===== src/rtl/mem_arb_pkg.sv =====
// Shared types and constants for the fetch/data memory port arbiter.
package mem_arb_pkg;

   localparam int MEM_ADDR_W = 9;
   localparam int MEM_DATA_W = 32;

   localparam logic [2:0] FUNCT3_LW = 3'b010;

   typedef enum logic [1:0] {IDLE, BUSY, DONE} arb_state_t;

   typedef enum logic {GNT_IF, GNT_D} arb_gnt_t;

   typedef struct packed {
      logic                  we;
      logic [MEM_ADDR_W-1:0] addr;
      logic [MEM_DATA_W-1:0] wdata;
      logic [2:0]            func3;
   } mem_req_t;

endpackage


===== src/rtl/arb_wait_timer.sv =====
// Wait-state counter for an outstanding memory access; expire pulses on the
// cycle whose increment would bring the count to TIMEOUT_CYC.
module arb_wait_timer #(
   parameter int TIMEOUT_CYC = 15
) (
   input  logic clk,
   input  logic reset,
   input  logic clr,
   input  logic en,
   output logic expire
);

   localparam int CNT_W = $clog2(TIMEOUT_CYC + 1);

   logic [CNT_W-1:0] cnt_q, cnt_d;

   always_comb begin
      // NOTE: assign a default first so no path through this block infers a latch.
      cnt_d = cnt_q;
      if (clr) begin
         cnt_d = '0;
      end else if (en && !expire) begin
         cnt_d = cnt_q + CNT_W'(1);
      end
   end

   assign expire = en && (cnt_q == CNT_W'(TIMEOUT_CYC - 1));

   // NOTE: sequential state uses <= so every flop samples pre-edge values.
   always_ff @(posedge clk or posedge reset) begin
      if (reset) begin
         cnt_q <= '0;
      end else begin
         cnt_q <= cnt_d;
      end
   end

endmodule


===== src/rtl/mem_port_arbiter.sv =====
// Shares one single-port memory between instruction fetch and the MEM stage,
// with bounded fetch starvation and a timeout on accesses that never complete.
module mem_port_arbiter
   import mem_arb_pkg::*;
#(
   parameter int ADDR_W      = MEM_ADDR_W,
   parameter int DATA_W      = MEM_DATA_W,
   parameter int STARVE_MAX  = 4,
   parameter int TIMEOUT_CYC = 15
) (
   input  logic              clk,
   input  logic              reset,
   input  logic              if_req,
   input  logic [ADDR_W-1:0] if_addr,
   output logic [DATA_W-1:0] if_rdata,
   output logic              if_ack,
   output logic              if_stall,
   input  logic              d_req,
   input  logic              d_we,
   input  logic [ADDR_W-1:0] d_addr,
   input  logic [DATA_W-1:0] d_wdata,
   input  logic [2:0]        d_func3,
   output logic [DATA_W-1:0] d_rdata,
   output logic              d_ack,
   output logic              d_stall,
   output logic              bus_err,
   output logic              mem_req,
   output logic              mem_we,
   output logic [ADDR_W-1:0] mem_addr,
   output logic [DATA_W-1:0] mem_wdata,
   output logic [2:0]        mem_func3,
   input  logic [DATA_W-1:0] mem_rdata,
   input  logic              mem_ready
);

   localparam int STARVE_W = $clog2(STARVE_MAX + 1);

   arb_state_t          state_q, state_d;
   arb_gnt_t            gnt_q, gnt_d, gnt_sel;
   mem_req_t            desc_q, desc_d;
   logic                mem_req_q, mem_req_d;
   logic                if_ack_q, if_ack_d;
   logic                d_ack_q, d_ack_d;
   logic [DATA_W-1:0]   if_rdata_q, if_rdata_d;
   logic [DATA_W-1:0]   d_rdata_q, d_rdata_d;
   logic                bus_err_q, bus_err_d;
   logic [STARVE_W-1:0] starve_q, starve_d;
   logic                tmr_expire;
   logic                starved;

   arb_wait_timer #(.TIMEOUT_CYC(TIMEOUT_CYC)) u_wait_timer (
      .clk    (clk),
      .reset  (reset),
      .clr    (state_q != BUSY),
      .en     (state_q == BUSY),
      .expire (tmr_expire)
   );

   assign starved = (starve_q == STARVE_W'(STARVE_MAX));
   assign gnt_sel = (if_req && (!d_req || starved)) ? GNT_IF : GNT_D;

   always_ff @(posedge clk or posedge reset) begin
      if (reset) begin
         state_q <= IDLE;
      end else begin
         state_q <= state_d;
      end
   end

   always_comb begin
      state_d = state_q;
      case (state_q)
         IDLE:    if (if_req || d_req)           state_d = BUSY;
         BUSY:    if (mem_ready || tmr_expire)   state_d = DONE;
         DONE:                                   state_d = IDLE;
         default:                                state_d = IDLE;
      endcase
   end

   always_comb begin
      gnt_d      = gnt_q;
      desc_d     = desc_q;
      mem_req_d  = mem_req_q;
      if_ack_d   = 1'b0;
      d_ack_d    = 1'b0;
      if_rdata_d = if_rdata_q;
      d_rdata_d  = d_rdata_q;
      bus_err_d  = bus_err_q;
      starve_d   = starve_q;
      case (state_q)
         IDLE: begin
            if (if_req || d_req) begin
               gnt_d     = gnt_sel;
               mem_req_d = 1'b1;
               if (gnt_sel == GNT_IF) begin
                  desc_d   = '{we: 1'b0, addr: if_addr, wdata: '0, func3: FUNCT3_LW};
                  starve_d = '0;
               end else begin
                  desc_d = '{we: d_we, addr: d_addr, wdata: d_wdata, func3: d_func3};
                  if (if_req && !starved) starve_d = starve_q + STARVE_W'(1);
               end
            end
         end
         BUSY: begin
            // mem_ready wins over a simultaneous timeout.
            if (mem_ready || tmr_expire) begin
               mem_req_d = 1'b0;
               bus_err_d = !mem_ready;
               if (gnt_q == GNT_IF) begin
                  if_ack_d   = 1'b1;
                  if_rdata_d = mem_ready ? mem_rdata : '0;
               end else begin
                  d_ack_d   = 1'b1;
                  d_rdata_d = (mem_ready && !desc_q.we) ? mem_rdata : '0;
               end
            end
         end
         DONE: begin
            if_rdata_d = '0;
            d_rdata_d  = '0;
            bus_err_d  = 1'b0;
         end
         default: ;
      endcase
   end

   always_ff @(posedge clk or posedge reset) begin
      if (reset) begin
         gnt_q      <= GNT_D;
         desc_q     <= '0;
         mem_req_q  <= 1'b0;
         if_ack_q   <= 1'b0;
         d_ack_q    <= 1'b0;
         if_rdata_q <= '0;
         d_rdata_q  <= '0;
         bus_err_q  <= 1'b0;
         starve_q   <= '0;
      end else begin
         gnt_q      <= gnt_d;
         desc_q     <= desc_d;
         mem_req_q  <= mem_req_d;
         if_ack_q   <= if_ack_d;
         d_ack_q    <= d_ack_d;
         if_rdata_q <= if_rdata_d;
         d_rdata_q  <= d_rdata_d;
         bus_err_q  <= bus_err_d;
         starve_q   <= starve_d;
      end
   end

   assign mem_req   = mem_req_q;
   assign mem_we    = desc_q.we;
   assign mem_addr  = desc_q.addr;
   assign mem_wdata = desc_q.wdata;
   assign mem_func3 = desc_q.func3;
   assign if_ack    = if_ack_q;
   assign d_ack     = d_ack_q;
   assign if_rdata  = if_rdata_q;
   assign d_rdata   = d_rdata_q;
   assign bus_err   = bus_err_q;
   assign if_stall  = if_req & ~if_ack_q;
   assign d_stall   = d_req & ~d_ack_q;

endmodule


===== config.mk =====
export PLATFORM = sky130hd
export DESIGN_NAME = mem_port_arbiter
export DESIGN_NICKNAME = d
export VERILOG_FILES = /design/src/rtl/mem_arb_pkg.sv /design/src/rtl/arb_wait_timer.sv /design/src/rtl/mem_port_arbiter.sv
export SDC_FILE = /design/constraint.sdc
export NUM_CORES = 1
export LEC_CHECK = 0
export BUFFER_PORTS_ARGS = -buffer_cell sky130_fd_sc_hd__buf_2
export CAP_MARGIN = 30
export CORE_AREA = 2 2 138 140
export CTS_CLUSTER_DIAMETER = 200
export DETAILED_ROUTE_END_ITERATION = 12
export DIE_AREA = 0 0 140 142
export PLACE_DENSITY = 0.63
export RECOVER_POWER = 25
export SLEW_MARGIN = 20
export SYNTH_ARGS = -nofsm -noshare
export SYNTH_HDL_FRONTEND = slang
export SYNTH_HIERARCHICAL = 1
export SYNTH_SLANG_ARGS = --single-unit

===== constraint.sdc =====
create_clock -name clk -period 5.8 [get_ports clk]
set_input_delay 0.87 -clock clk [delete_from_list [all_inputs] [get_ports clk]]
set_output_delay 0.87 -clock clk [all_outputs]
set_load 0.01 [all_outputs]

==> results.sh <==
export IMPL_status="finished, violations left"
export IMPL_violations="design-rule violations, max-capacitance violations, max-slew violations"
export IMPL_min_period_over_period_pct=51.2
export IMPL_fp_row_count=50
export IMPL_start_util_pct=29.6
export IMPL_fin_ws_ns=2.83
export IMPL_io_buffers=205
export IMPL_insertion_delay_ns=0.42
export IMPL_die_x_um=140
export IMPL_antenna_found_initial=0
export IMPL_area_growth_pct=33.6
export IMPL_synth_fp_nets=591
export IMPL_die_height_um=142
export IMPL_htree_num_levels=4
export IMPL_critPathSlowestCell="clkinvlp_2"
export IMPL_cts_hold_buf=0
export IMPL_layout_nets=794
export IMPL_synth_cells=492
export IMPL_grt_max_degree=66
export IMPL_p_leak_nw=3.68
export IMPL_crit_buf_inv=3
export IMPL_drv_cap=1
export IMPL_synth_edf_count=0
export IMPL_drt_first_pass_iters=8
export IMPL_clock_skew_ns=0.00900
export IMPL_grtUsageTotal_pct=14.2
export IMPL_r2r_end="d_rdata[30]"
export IMPL_max_stage_delay_ns=1.61
export IMPL_layout_common_cells="190 x buf_2, 122 x dfrtp_1, 85 x nand2_1"
export IMPL_rsz0062_at_grt="no"
export IMPL_cts_tree="built"
export IMPL_async_flop_share_pct=100
export IMPL_numCtsBuffers=17
export IMPL_dp_hpwl_mm=9.21
export IMPL_p_per_area_nw_per_um2=600
export IMPL_internal_power_mw=2.76
export IMPL_vdd_drop_max_v=0.000236
export IMPL_final_seq_area_um2=3080
export IMPL_ant_nets=0
export IMPL_mostFrequentLayoutCell="buf_2"
export IMPL_cts_setup_buffers=0
export IMPL_clk_pin_slew_ns=0.05
export IMPL_synth_area_per_cell_um2=11.1
export IMPL_slew_headroom_pct=-93.0
export IMPL_seq_area_frac_synth_pct=56.4
export IMPL_yosys_warnings=6
export IMPL_hp_class="input port to async pin"
export IMPL_switching_share_pct=36.8
export IMPL_dp_slack_ns=3.38
export IMPL_path_delay_family="buffers and inverters"
export IMPL_grt_pass1_vias=4218
export IMPL_seqPwrFrac_pct=34.8
export IMPL_setup_viol_count_final=0
export IMPL_slew_violations=66
export IMPL_synth_area_um2=5460
export IMPL_overflow=0
export IMPL_synth_distinct_cells=41
export IMPL_filler_cell_count=1794
export IMPL_pwr_share_clk_pct=25.5
export IMPL_path_class="input port to async pin"
export IMPL_hold_viol_final=0
export IMPL_required_ns=6.26
export IMPL_worst_r2r_setup_slack_ns=3.21
export IMPL_cts_root_buf="clkbuf_16"
export IMPL_tightest_slew_ns=2.88
export IMPL_p_switching_mw=1.61
export IMPL_grt_pass1_wl_mm=22.1
export IMPL_ys_flop_type="dfrtp_1"
export IMPL_worstSetupStartpoint="reset"
export IMPL_start_kind="input port"
export IMPL_clk_path_buf_depth=2
export IMPL_max_freq_mhz=336
export IMPL_cp_endpoint="if_rdata[0]"
export IMPL_dieArea_um2=19900
export IMPL_worstSetupPathDepth=3
export IMPL_min_period_ns=2.97
export IMPL_ios=206
export IMPL_fp_coreArea_um2=18500
export IMPL_gp_congestion=0.743
export IMPL_ys_ff_latch=123
export IMPL_drive_gt1_share_pct=34.5
export IMPL_crit_fanout=65
export IMPL_ctsResizeCount=0
export IMPL_finalWirelength_mm=13.7
export IMPL_tns_ns=0
export IMPL_drt_iter0_drc=168
export IMPL_wl_per_cell_um=14.5
export IMPL_multiInputGateArea_um2=1910
export IMPL_reg2reg_from="state_q[1]"
export IMPL_numClockSinks=123
export IMPL_drc=11
export IMPL_crit_chain="clkbuf_1, clkinvlp_2, buf_4"
export IMPL_comb_power_share_pct=39.7
export IMPL_reg2reg_depth=7
export IMPL_critPathCaptureType="async pin"
export IMPL_vias=4126
export IMPL_viasPerCell=4.38
export IMPL_critPathArrivalTime_ns=3.44
export IMPL_diodes=0
per-layer routing:
layer | wire length (um) | GRT usage [%] | up-vias
li1 | - | - | 2027
met1 | 6320 | 18.4 | 1944
met2 | 6400 | 23.0 | 141
met3 | 798 | 4.14 | 14
met4 | 153 | 4.68 | 0
met5 | 0 | 0 | -
stage by stage:
| stage | cells | instance area, um^2 | total power [mW] | utilization [%] | hold WS, ns |
|---|---|---|---|---|---|
| 2_1_floorplan | 492 | 5460 | 2.65 | - | 0.474 |
| 3_3_place_gp | 908 | 6640 | 3.25 | 36.0 | 0.475 |
| 3_5_place_dp | 910 | 6690 | 3.32 | 36.3 | 0.483 |
| 4_1_cts | 942 | 7320 | 4.46 | 39.6 | 0.350 |
| 5_1_grt | 942 | 7290 | 4.68 | 39.5 | 0.363 |
| 6_report | 942 | 7290 | 4.37 | 39.5 | 0.346 |
worst min-delay path by stage:
stage                             to  slack (ns)   startpoint  depth (start not counted)
2_1_floorplan            starve_q[1]        0.47  starve_q[1]                          2
3_3_place_gp             mem_addr[7]        0.48  mem_addr[7]                          2
3_5_place_dp             mem_addr[4]        0.48  mem_addr[4]                          2
4_1_cts        u_wait_timer/cnt_q[1]        0.35        reset                          2
5_1_grt        u_wait_timer/cnt_q[3]        0.36        reset                          2
6_report       u_wait_timer/cnt_q[1]        0.35        reset                          2
Yosys cell counts (all sizes together), types with 2 or more instances:
master / instances / area share (%)
a211oi: 2 / 0.37
nor2b: 3 / 0.34
inv: 76 / 5.2
dfrtp: 122 / 56
mux2i: 66 / 12
nor3b: 3 / 0.71
nand3: 4 / 0.46
nand4: 11 / 1.3
a22o: 35 / 5.6
o21ai: 9 / 1.4
nor3: 3 / 0.28
nand2b: 2 / 0.23
ha: 8 / 1.8
nand2: 85 / 5.8
buf: 27 / 3.3
a21oi: 5 / 0.46
nor2: 6 / 0.41
a21o: 2 / 0.28
o211ai: 9 / 1.2
and2: 2 / 0.28
o21a: 2 / 0.28
cell type report:
| cell class | instances | area share (%) |
|---|---|---|
| Clock buffer | 21 | 6.59 |
| Clock inverter | 11 | 1.94 |
| Inverter | 76 | 3.93 |
| Multi-Input combinational cell | 265 | 26.2 |
| Sequential cell | 123 | 42.3 |
| Tap cell | 234 | 4.02 |
| Timing Repair Buffer | 212 | 15.1 |
power by group through the flow:
stage                     clock (mW)  sequential (mW)  combinational (mW)
after global placement             0             1.53                1.72
final                           1.11             1.52                1.74
after detailed placement           0             1.52                1.80
after floorplan                    0             1.69               0.957
after global routing            1.19             1.57                1.92
after CTS                       1.15             1.52                1.79
cells by family (layout without fill, tap and decap cells):
logic type	count (synthesis)	count (layout)	share of synthesized area, %
buffers and inverters	104	320	8.62
AND/OR/NAND/NOR	122	122	10.3
flip-flops	123	123	56.4
adder cells (fa/ha/maj)	8	8	1.83
multiplexers	67	67	12.3
AO/OA/AOI/OAI	68	68	10.4
state kept, by name, summed over array words and instances (netlist names), 2 cells and up:
signal,cells
state_q,2
u_wait_timer/cnt_q,4
mem_func3,3
starve_q,3
d_rdata,32
mem_wdata,32
if_rdata,32
mem_addr,9
Power figures use the tool's default switching activity.
